File: config.mk
export PLATFORM = sky130hd
export DESIGN_NAME = signed_product_accumulator
export DESIGN_NICKNAME = d
export VERILOG_FILES = /design/src/rtl/signed_product_accumulator.sv
export SDC_FILE = /design/constraint.sdc
export NUM_CORES = 1
export LEC_CHECK = 0
export ABC_AREA = 0
export ABC_CLOCK_PERIOD_IN_PS = 3100
export BUFFER_PORTS_ARGS = -buffer_cell sky130_fd_sc_hd__buf_2
export CAP_MARGIN = 20
export CORE_MARGIN = 3
export CORE_UTILIZATION = 25
export DETAILED_ROUTE_END_ITERATION = 10
export PLACE_DENSITY_LB_ADDON = 0.05
export SLEW_MARGIN = 20
export SYNTH_ARGS = -nofsm -noshare
export SYNTH_HDL_FRONTEND = slang
export SYNTH_SLANG_ARGS = --single-unit
File: constraint.sdc
create_clock -name clk -period 3.1 [get_ports clk]
set_input_delay 0.155 -clock clk [delete_from_list [all_inputs] [get_ports clk]]
set_output_delay 0.155 -clock clk [all_outputs]
set_load 0.01 [all_outputs]
File: src/rtl/signed_product_accumulator.sv
`default_nettype none
// ============================================================================
//  Module      : signed_product_accumulator
//  Description : Accumulates groups of signed products into a saturating
//                signed sum. A group ends on in_last or after MAX_LEN
//                products. The result is held, with its product count and a
//                sticky saturation flag, until the consumer accepts it.
//  Revision    : 1.0 - initial release
// ============================================================================
module signed_product_accumulator #(
  parameter int PROD_W  = 18,
  parameter int ACC_W   = 20,
  parameter int MAX_LEN = 16
) (
  input  logic                       clk,
  input  logic                       rst_n,
  input  logic                       in_valid,
  output logic                       in_ready,
  input  logic [PROD_W-1:0]          in_prod,
  input  logic                       in_last,
  output logic                       out_valid,
  input  logic                       out_ready,
  output logic [ACC_W-1:0]           out_sum,
  output logic [$clog2(MAX_LEN):0]   out_count,
  output logic                       out_sat
);

  localparam int CNT_W = $clog2(MAX_LEN) + 1;
  localparam int SUM_W = ACC_W + 1;

  localparam logic signed [ACC_W-1:0] ACC_MAX = {1'b0, {(ACC_W-1){1'b1}}};
  localparam logic signed [ACC_W-1:0] ACC_MIN = {1'b1, {(ACC_W-1){1'b0}}};
  localparam logic [CNT_W-1:0]        CNT_MAX = CNT_W'(MAX_LEN);
  localparam logic [CNT_W-1:0]        CNT_ONE = CNT_W'(1);

  typedef enum logic [1:0] {
    IDLE  = 2'd0,
    ACCUM = 2'd1,
    HOLD  = 2'd2
  } state_t;

  state_t                   state_q, state_d;
  logic signed [ACC_W-1:0]  acc_q, acc_d;
  logic [CNT_W-1:0]         count_q, count_d;
  logic                     sat_q, sat_d;

  logic signed [SUM_W-1:0]  sum_w;
  logic                     pos_ovf_w;
  logic                     neg_ovf_w;
  logic signed [ACC_W-1:0]  clamped_w;
  logic [CNT_W-1:0]         count_inc_w;

  // Widened add of the running sum and the new product, then clamp to range
  always_comb begin
    sum_w       = SUM_W'(acc_q) + SUM_W'($signed(in_prod));
    // The extra top bit disagreeing with the accumulator sign bit means the
    // true result lies outside the ACC_W range.
    pos_ovf_w   = ~sum_w[SUM_W-1] &  sum_w[ACC_W-1];
    neg_ovf_w   =  sum_w[SUM_W-1] & ~sum_w[ACC_W-1];
    clamped_w   = sum_w[ACC_W-1:0];
    if (pos_ovf_w) begin
      clamped_w = ACC_MAX;
    end else if (neg_ovf_w) begin
      clamped_w = ACC_MIN;
    end
    count_inc_w = count_q + CNT_ONE;
  end

  // Next-state and next-register computation for the group FSM
  always_comb begin
    state_d = state_q;
    acc_d   = acc_q;
    count_d = count_q;
    sat_d   = sat_q;
    case (state_q)
      IDLE: begin
        if (in_valid) begin
          acc_d   = ACC_W'($signed(in_prod));
          count_d = CNT_ONE;
          sat_d   = 1'b0;
          state_d = (in_last || (CNT_ONE == CNT_MAX)) ? HOLD : ACCUM;
        end
      end
      ACCUM: begin
        if (in_valid) begin
          acc_d   = clamped_w;
          count_d = count_inc_w;
          sat_d   = sat_q | pos_ovf_w | neg_ovf_w;
          // in_last and a full group coincide into a single end of group
          state_d = (in_last || (count_inc_w == CNT_MAX)) ? HOLD : ACCUM;
        end
      end
      HOLD: begin
        if (out_ready) begin
          state_d = IDLE;
          acc_d   = '0;
          count_d = '0;
          sat_d   = 1'b0;
        end
      end
      default: begin
        state_d = IDLE;
        acc_d   = '0;
        count_d = '0;
        sat_d   = 1'b0;
      end
    endcase
  end

  // State and datapath registers; reset discards any partial group
  always_ff @(posedge clk or negedge rst_n) begin
    if (!rst_n) begin
      state_q <= IDLE;
      acc_q   <= '0;
      count_q <= '0;
      sat_q   <= 1'b0;
    end else begin
      state_q <= state_d;
      acc_q   <= acc_d;
      count_q <= count_d;
      sat_q   <= sat_d;
    end
  end

  // Handshake and result outputs decoded from registered state only
  always_comb begin
    in_ready  = (state_q != HOLD);
    out_valid = (state_q == HOLD);
    out_sum   = '0;
    out_count = '0;
    out_sat   = 1'b0;
    if (state_q == HOLD) begin
      out_sum   = acc_q;
      out_count = count_q;
      out_sat   = sat_q;
    end
  end

endmodule
`default_nettype wire

# --- After elaboration in Yosys (flattened, before gate mapping) ---
# Index checks and enable logic that the tools add are counted.
word_totals:
  regBits: 28
  output_inout_bits: 28
  elab_cells: 45
classes:
  add_sub_neg: 2
  n_eq_ne: 7
  muxes: 23
  bitwise_logic: 6
  n_reduce_logical: 3
op_table:
  columns: ["op", "n"]
  rows:
  - ["20-bit 2-to-1 mux", 6]
  - ["20-bit case mux with 3 select lines", 1]
  - ["20-bit by 18-bit adder with 21-bit output", 1]
  - ["5-bit 2-to-1 mux", 4]
  - ["5-bit case mux with 3 select lines", 1]
  - ["2-bit 2-to-1 mux", 5]
  - ["2-bit != test (second input constant)", 3]
  - ["2-bit case mux with 3 select lines", 1]
  - ["5-bit by 1-bit adder with 5-bit output (second input constant)", 1]
  - ["5-bit equality test (second input constant)", 1]
  - ["1-bit 2-to-1 mux", 4]
  - ["1-bit case mux with 3 select lines", 1]
  - ["3-bit AND reduction", 1]
  - ["1-bit bitwise AND", 2]
  - ["2-bit by 1-bit equality test with 1-bit output (second input constant)", 1]
  - ["2-bit equality test (second input constant)", 1]
  - ["2-bit logical NOT", 1]
  - ["2-bit by 1-bit != test with 1-bit output (second input constant)", 1]
  - ["1-bit inverter", 2]
  - ["1-bit bitwise OR", 2]
  - ["1-bit logical OR", 1]

# --- Logic depth before layout (Yosys ltp) ---
# Gate-level depths: netlist of run 1.
logic_depth:
  depth_word: 7
  mapped_depth: 12
  ltp_nobuf: 11

# --- Least setup slack after synthesis of run 1 ---
# OpenSTA, ideal clock, no wires.
synth_path:
  path_kind: "register -> register"
  from: "register acc_q[0]"
  to: "register acc_q[3]"
  setup_time_ps: 77
  arrival_time_ps: 2389
  path_slack_ps: 633
  stages_incl_launch_ff: 12
  path_buffers: 0
  synth_period_minus_slack_ps: 2467
  cell_sequence: "dfrtp_1 ha_1 inv_1 fa_1 nand2b_1 a21oi_1 o31ai_2 o21bai_2 a31o_2 o21ai_4 or3_1 a21oi_1"
synth_between:
  elab_chain_cells: 7
  elab_cells_between_ends: 9
  cone_classes: "1 x add/sub; 4 x mux; 4 x bitwise"
synth_lines:
  columns: ["item", "line_no", "text"]
  rows:
  - ["from (decl)", "43", "logic signed [ACC_W-1:0] acc_q, acc_d;"]
  - ["from (signal assigned)", "114", "acc_q <= '0;"]
  - ["from (signal assigned)", "119", "acc_q <= acc_d;"]
  - ["20-bit by 18-bit adder with 21-bit output (*)", "55", "sum_w = SUM_W'(acc_q) + SUM_W'($signed(in_prod));"]
  - ["1-bit inverter", "59", "neg_ovf_w = sum_w[SUM_W-1] & ~sum_w[ACC_W-1];"]
  - ["1-bit bitwise AND", "59", null]
  - ["20-bit 2-to-1 mux", "63", "end else if (neg_ovf_w) begin"]
  - ["20-bit 2-to-1 mux (*)", "61", "if (pos_ovf_w) begin"]
  - ["20-bit 2-to-1 mux (*)", "85", "if (in_valid) begin"]
  - ["20-bit case mux with 3 select lines (*)", "75", "case (state_q)"]
# Mark *: on every way between the ends. The rest lies on a longest branch, timed or not. The select of a mux whose other input is x is not followed.
# A chain may end at the register's enable or synchronous reset.

# --- Worst setup path after layout of run 1 ---
# Ends and elaborated chain as after synthesis.

==> results.cfg, run 1 <==
[critical_path]
crit_chain = ha_1, inv_1, fa_1, nand2b_1, a21oi_1, o31ai_2, o21bai_2, a31o_4, o21ai_2, or3_1, a21oi_1
worstPathArrival_ns = 3.06
critPathKind = reg2reg
reg2regPathDepth = 11
slowest_delay_ns = 0.40
worstReg2RegStart = acc_q[0]$_DFFE_PN0P_
cp_max_fo = 9
cp_top_family = compound AO/OA/AOI/OAI gates
cp_common_cell = a21oi_1
critPathLaunch = acc_q[0]$_DFFE_PN0P_
regToRegSetupSlack_ns = 0.27
crit_required_ns = 3.33
slowest_stage = or3_1
start_kind = flip-flop
rr_endpoint = acc_q[3]$_DFFE_PN0P_
end_kind = flip-flop
crit_buf_inv = 1

[grt]
track_usage = 0.135
grt_pass1_wl_mm = 12.8
grt-ovfl-total = 0
first_global_vias = 2459
antenna_found_initial = 0
grt_max_degree = 29

[sta]
finalSetupViolations = 0
fin_setup_tns_ns = 0
max_freq_mhz = 353
slew_headroom = 0.374
fin_skew_ns = 0.00335
grt_setup_unrepaired = false
period_share = 0.913
whs_ns = 0.0603
finalMaxSlewViolations = 0
tightest_slew_ns = 0.936
fin_crit_ns = 2.83
hold_viol_final = 0

[detailed_routing]
vias = 2478
wl_per_cell_microns = 15.9
first_pass_iters = 4
drc = 0
avgViaCountPerCell = 4.90
dr.first_iter.drc_count = 107
ant_nets = 0
wl_mm = 8.03

[cells_and_area]
fin_area_sq_um = 3130
area_delta_synth_final_pct = 16.7
drive_gt1_frac = 0.200
nNetsFinal = 416
fin_cells = 506
antenna_cells = 0
nFillCells = 1160

[logic_synthesis]
ys_seq_elements = 28
synthFlopType = dfrtp_1
ys_seq_area_frac = 0.261
synth_area_leaders = dfrtp_1 (26%), ha_1 (9.8%), and2_1 (6.3%), a21oi_1 (6.2%), nand2_1 (4.6%)
yosysWarnings = 0
yosys.area.top_type_share = 0.261
synthTopCellsByCount = a21oi_1 (33), nand2_1 (33), dfrtp_1 (28)
yosysUniqueCellTypes = 57
ys_async_sr_fraction = 1.00
syn_area_per_cell_sq_um = 8.20
synth_edf_count = 0
synth_cells = 327
yosysTopAreaCell = dfrtp_1
syn_nets = 372
netlist_area_sq_um = 2680

[flow_run]
maxCapViolCount = 0

[min_path]
holdPathStages = 2
min-delay-start = out_ready
holdPathEnd = state_q[1]$_DFFE_PN0P_
min_path_type = in2reg

[placement]
dpl.hpwl_mm = 5.84
place.gp.congestion = 0.741
placed_area_sq_um = 3030
portBuffers = 50
dp.cells = 500

[floorplanning]
dieWidth_microns = 110
ios = 51
fp.dieH_microns = 110
rows = 37
core_area_sq_um = 10400
start_util = 0.258
dieArea_sq_um = 12000

[cts]
cts_tree = yes
cts_root_buffer = clkbuf_8
post_cts_buffers = 0
clk_pin_slew_ns = 0.12
clock_insertion_delay_worst_skew_ns = 0.29
cts.path.max_buffers = 2
cts.sinks = 28
htree_levels = 1
numCtsBuffers = 3

[run_status]
status = finished, final reports clean

[power]
power_density_nw_per_um2 = 797
leakage_nw = 1.44
ir_worst_vdd_v = 0.000195
finalPower_mw = 2.49
==> metrics by stage <==
stage / util / worst slack, ns
after floorplan: - / 0.633
after global placement: 0.292 / 0.190
after detailed placement: 0.292 / 0.128
after CTS: 0.300 / 0.109
after global routing: 0.302 / 0.0483
final: 0.302 / 0.269
==> logic make-up after synthesis <==
| kind of cell | share of synthesized area |
|---|---|
| flops | 0.261 |
| xor+xnor | 0.0626 |
| simple gates | 0.231 |
| compound gates | 0.277 |
| buf+inv | 0.0504 |
| fa+ha+maj | 0.106 |
| mux | 0.0117 |
==> worst max-delay path by stage <==
stage,cells past startpoint,slack [ns],end
floorplan,11,0.63,acc_q[3]$_DFFE_PN0P_
global placement,11,0.19,acc_q[4]$_DFFE_PN0P_
detailed placement,11,0.13,acc_q[17]$_DFFE_PN0P_
CTS,11,0.11,acc_q[17]$_DFFE_PN0P_
global route,11,0.05,acc_q[3]$_DFFE_PN0P_
finish,11,0.27,acc_q[3]$_DFFE_PN0P_
==> flip-flops by register name, indices dropped and copies added, names as in the netlist <==
register	count
acc_q	20
count_q	5
sat_q	1
state_q	2
==> cell usage in the layout (no fill, tap or decap), types with 3 or more instances in the layout <==
master and n:
a211oi_1 5, a21o_1 4, a21oi_1 33, and2_1 27, buf_2 50, clkbuf_8 3, dfrtp_1 28, ha_1 21
inv_1 13, nand2_1 33, nand2b_1 8, nand3_1 7, nor2_1 26, nor3_1 3, o21ai_0 20, o21ai_1 8
o21bai_1 5, o22a_1 11, xnor2_1 9, xor2_1 7
==> layer usage <==
layer,global-route usage,up-vias,part of all wire
li1,-,1261,-
met2,0.225,45,0.47
met5,0,-,0
met4,0.0329,0,0.0083
met3,0.0176,6,0.029
met1,0.184,1166,0.50
==> final cells by class <==
cell class / count / area [sq um] / area share
Clock buffer: 3 / 41.3 / 0.0132
Clock inverter: 1 / 30.0 / 0.00960
Inverter: 13 / 48.8 / 0.0156
Multi-Input combinational cell: 272 / 1860 / 0.595
Sequential cell: 28 / 701 / 0.224
Timing Repair Buffer: 53 / 275 / 0.0880
Tap cell: 136 / 170 / 0.0544
==> power breakdown <==
part / internal, mW / switching, mW
Clock: 0.174 / 0.148
Sequential: 0.483 / 0.100
Combinational: 0.665 / 0.923
Total: 1.32 / 1.17
==> what timing repair did <==
action | CTS | global route
gates resized for setup | 0 | 1
endpoints found under the hold margin | 28 | 0
hold buffers | 1 | 0
setup endpoints to repair | 0 | 15
Power figures use the tool's default switching activity.
==> inputs of run 2 (changes only) <==
--- a/config.mk
+++ b/config.mk
@@ -10,7 +10,7 @@
 export BUFFER_PORTS_ARGS = -buffer_cell sky130_fd_sc_hd__buf_2
 export CAP_MARGIN = 20
 export CORE_MARGIN = 3
-export CORE_UTILIZATION = 25
+export CORE_UTILIZATION = 35
 export DETAILED_ROUTE_END_ITERATION = 10
 export PLACE_DENSITY_LB_ADDON = 0.05
 export SLEW_MARGIN = 20
==> run 2 against run 1 <==
First-iteration DRC count shrank 23%. Register-to-register slack is essentially flat. Power shrank 4.9%. Via count is 2.2% lower. Sequential cell count unchanged. Critical path type unchanged. Largest cell class unchanged.
==> results.cfg, run 2 (synthesis results as in run 1) <==
[detailed_routing]
drc = 0
first_pass_iters = 4
vias = 2424
dr.first_iter.drc_count = 82
avgViaCountPerCell = 5.19
wl_per_cell_microns = 15.1
met2_length_mm = 3.28
highest-signal-layer = met4
met1Wirelength_mm = 3.45
wl_mm = 7.03
dr_wl_met3_microns = 208
ant_nets = 0

[grt]
antenna_found_initial = 0
grt_pass1_wl_mm = 12.3
grt_max_degree = 29
grt-ovfl-total = 0
first_global_vias = 2458
track_usage = 0.173

[power]
leakage_nw = 1.43
power_density_nw_per_um2 = 779
ir_worst_vdd_v = 0.000266

[cells_and_area]
antenna_cells = 0
fin_area_sq_um = 3040
largest-register = acc_q
largest_reg_flops = 20
area_delta_synth_final_pct = 13.4
layout_commonest_cell = buf_2
final_cell_mix = buf_2 (50), nand2_1 (33), a21oi_1 (33)
reg_top3 = acc_q x20, count_q x5, state_q x2
fin_cells = 467
drive_gt1_frac = 0.196
nNetsFinal = 414

[min_path]
min_path_type = in2reg

[sta]
fin_setup_tns_ns = 0
finalSetupViolations = 0
fin_crit_ns = 2.83
fin_skew_ns = 0.00468
period_share = 0.912
tightest_slew_ns = 0.823
finalWorstSetupSlack_ns = 0.273
whs_ns = 0.0624
max_freq_mhz = 354
slew_headroom = 0.450
hold_viol_final = 0
grt_setup_unrepaired = false
finalMaxSlewViolations = 0

[flow_run]
maxCapViolCount = 0

[cts]
clock_insertion_delay_worst_skew_ns = 0.29
post_cts_buffers = 0
cts.path.max_buffers = 2
numCtsBuffers = 3
clk_pin_slew_ns = 0.11
htree_levels = 1
cts_tree = yes
cts_root_buffer = clkbuf_8
cts.sinks = 28

[floorplanning]
ios = 51
start_util = 0.366
fp.dieH_microns = 93.5
dieArea_sq_um = 8740
core_area_sq_um = 7330
dieWidth_microns = 93.5
rows = 31

[placement]
place_worst_setup_slack_ns = 0.139
portBuffers = 50
dpl.hpwl_mm = 5.19
place.gp.congestion = 0.791
placed_area_sq_um = 2980
dp.cells = 462

[run_status]
status = finished, final reports clean

[critical_path]
end_kind = flip-flop
start_kind = flip-flop
worstPathArrival_ns = 3.04
cp_max_fo = 19
critPathKind = reg2reg
crit_required_ns = 3.32
## run 2: per-layer routing
layer	track usage	vias to the layer above
li1	-	1252
met1	0.235	1121
met2	0.294	45
met3	0.0169	6
met4	0.0403	0
met5	0	-
## run 2: power breakdown
part	switching, mW	total [mW]	internal (mW)
logic	0.886	1.54	0.651
registers	0.101	0.584	0.483
clock network	0.134	0.248	0.114
total	1.12	2.37	1.25
## run 2: through the flow
step                      utilization  power (mW)
final                           0.415        2.37
after CTS                       0.415        2.40
after global placement          0.406        2.14
after detailed placement        0.406        2.14
after global routing            0.415        2.63
after floorplan                     -        1.82
## run 2: cell type report
type	count	area, sq um
clock buffer	4	55.1
timing repair buffer	52	268
sequential	28	701
multi-input combinational	271	1840
fill	789	4290
inverter	13	48.8
tap	99	124
## run 2: timing repair
item | CTS | global route
endpoints found under the setup margin | 0 | 7
hold buffers | 1 | 0
hold endpoints to repair | 28 | 0
gates resized for setup | 0 | 0
## run 2: critical path, stage by stage (launching register included)
cell      delay, ns
dfrtp_1        0.38
ha_1           0.20
inv_1          0.07
fa_1           0.39
nand2b_1       0.17
a21oi_1        0.22
o31ai_2        0.12
o21bai_2       0.22
a31o_2         0.29
o21ai_4        0.18
or3_1          0.39
a21oi_1        0.13
## run 2: path summary, 6_finish.rpt
check | from | to | slack, ns | cells past startpoint
worst max-delay path | acc_q[0]$_DFFE_PN0P_ | acc_q[3]$_DFFE_PN0P_ | 0.27 | 11
worst min-delay path | out_ready | state_q[1]$_DFFE_PN0P_ | 0.06 | 2
worst max register to register | acc_q[0]$_DFFE_PN0P_ | acc_q[3]$_DFFE_PN0P_ | 0.27 | 11
worst min register to register | acc_q[19]$_DFFE_PN0P_ | acc_q[19]$_DFFE_PN0P_ | 0.53 | 2
max in group asynchronous | rst_n | count_q[3]$_DFFE_PN0P_ | 2.22 | 2
min in group asynchronous | rst_n | acc_q[14]$_DFFE_PN0P_ | 0.44 | 2
==> inputs of run 3 (changes only) <==
--- a/config.mk
+++ b/config.mk
@@ -10,7 +10,7 @@
 export BUFFER_PORTS_ARGS = -buffer_cell sky130_fd_sc_hd__buf_2
 export CAP_MARGIN = 20
 export CORE_MARGIN = 3
-export CORE_UTILIZATION = 35
+export CORE_UTILIZATION = 56
 export DETAILED_ROUTE_END_ITERATION = 10
 export PLACE_DENSITY_LB_ADDON = 0.05
 export SLEW_MARGIN = 20
==> run 3 against run 2 <==
Global-route usage increased by 6.0 points. Cell area decreased by 0.82%. Setup slack worse by 0.0029 ns. First-iteration DRC count up 56%. Non-clock buffer count unchanged. Routed wire length decreased by 8.0%. Clock power up 21%. Sequential power hardly changed. Count of clock-buffer cells in the layout down 1. Power grew 2.5%. Worst hold slack better by 0.0099 ns. Clock skew decreased by 0.0018 ns. Critical path type unchanged. Largest power group unchanged.
==> results.cfg, run 3 (synthesis results as in run 1) <==
[run_status]
status = finished, final reports clean

[min_path]
min_path_type = in2reg
holdPathStages = 2

[detailed_routing]
avgViaCountPerCell = 5.95
drc = 0
ant_nets = 0
dr.first_iter.drc_count = 128
wl_mm = 6.47
wl_per_cell_microns = 15.4
first_pass_iters = 4
vias = 2506

[floorplanning]
fp.dieH_microns = 75.2
dieArea_sq_um = 5650
start_util = 0.599
rows = 24
dieWidth_microns = 75.2
ios = 51
core_area_sq_um = 4470

[cts]
htree_levels = 1
cts_root_buffer = clkbuf_8
cts_tree = yes
cts.sinks = 28
numCtsBuffers = 3
cts.path.max_buffers = 2
clock_insertion_delay_worst_skew_ns = 0.28
clk_pin_slew_ns = 0.11
post_cts_buffers = 0

[placement]
placed_area_sq_um = 2920
place.gp.congestion = 0.919
portBuffers = 50
place_worst_setup_slack_ns = 0.213
dpl.hpwl_mm = 4.73

[sta]
grt_setup_unrepaired = false
fin_skew_ns = 0.00288
max_freq_mhz = 353
slew_headroom = 0.470
fin_crit_ns = 2.83
period_share = 0.913
fin_setup_tns_ns = 0
finalWorstSetupSlack_ns = 0.270
finalMaxSlewViolations = 0
hold_viol_final = 0
tightest_slew_ns = 0.793
finalSetupViolations = 0

[cells_and_area]
layout_commonest_cell = buf_2
nNetsFinal = 415
multiInputGateArea_sq_um = 1860
largest_reg_flops = 20
area_delta_synth_final_pct = 12.5
fin_area_sq_um = 3020
largest-register = acc_q
reg_top3 = acc_q x20, count_q x5, state_q x2
antenna_cells = 0
final_cell_mix = buf_2 (50), nand2_1 (33), a21oi_1 (33)
regArea_sq_um = 701
drive_gt1_frac = 0.198
nFillCells = 393

[critical_path]
worstPathArrival_ns = 3.05
cp_max_fo = 9
start_kind = flip-flop
critPathKind = reg2reg
reg2regPathDepth = 11
crit_required_ns = 3.32
end_kind = flip-flop

[power]
power_density_nw_per_um2 = 805
leakage_nw = 1.44
ir_worst_vdd_v = 0.000376

[flow_run]
maxCapViolCount = 0

[grt]
grt_max_degree = 29
grt_pass1_wl_mm = 10.5
grt-ovfl-total = 0
first_global_vias = 2294
track_usage = 0.233
antenna_found_initial = 0
-- run 3: cell types whose count changed in the layout (fill, tap and decap cells not counted), sizes merged --
| cell | previous run | this run |
|---|---|---|
| o21ai | 30 | 31 |
| bufinv | 0 | 1 |
| clkbuf | 4 | 3 |
-- run 3: per-layer routing --
metal | wire length, microns | global-route usage | up-vias
li1 | - | - | 1257
met1 | 3040 | 0.331 | 1180
met2 | 3090 | 0.394 | 64
met3 | 291 | 0.0200 | 5
met4 | 42 | 0.0408 | 0
met5 | 0 | 0 | -
-- run 3: per-stage QoR --
step	util	total power [mW]	std cells	hold slack, ns
after global placement	0.652	2.07	415	0.223
after global routing	0.674	2.65	421	0.0810
after CTS	0.670	2.41	420	0.0748
after detailed placement	0.652	2.10	415	0.223
after floorplan	-	1.82	327	-0.141
final	0.674	2.43	421	0.0723
-- run 3: worst paths after layout --
check                                              end  slack [ns]             startpoint
min in group asynchronous         acc_q[4]$_DFFE_PN0P_        0.43                  rst_n
max in group asynchronous        acc_q[16]$_DFFE_PN0P_        2.24                  rst_n
worst max-delay path              acc_q[3]$_DFFE_PN0P_        0.27   acc_q[0]$_DFFE_PN0P_
worst max register to register    acc_q[3]$_DFFE_PN0P_        0.27   acc_q[0]$_DFFE_PN0P_
worst min-delay path            state_q[1]$_DFFE_PN0P_        0.07              out_ready
worst min register to register   acc_q[19]$_DFFE_PN0P_        0.54  acc_q[19]$_DFFE_PN0P_
-- run 3: power by group --
group          internal (mW)  total (mW)  leakage, nW  switching [mW]
logic                  0.658        1.55         1.06           0.888
clock network          0.173       0.300       0.0357           0.127
registers              0.483       0.582        0.338          0.0987
total                   1.31        2.43         1.44            1.11
-- run 3: critical path, cell delays in order, from the launching register on --
cell      delay, ns
dfrtp_1        0.38
ha_1           0.20
inv_1          0.06
fa_1           0.39
nand2b_1       0.18
a21oi_1        0.24
o31ai_2        0.15
o21bai_2       0.25
a31o_4         0.26
o21ai_2        0.16
or3_1          0.38
a21oi_1        0.12
-- run 3: area by class of cell --
class,count,share of cell area
multi-input cells,272,0.617
clock inverters,1,0.00996
clock buffers,3,0.0137
well taps,52,0.0216
flip-flops and latches,28,0.232
inverters,13,0.0162
repair buffers,52,0.0888
-- run 3: repair_timing --
action | in CTS | in global routing
hold buffers | 1 | 0
resized for setup | 0 | 1
hold endpoints to repair | 28 | 0
endpoints found under the setup margin | 0 | 9
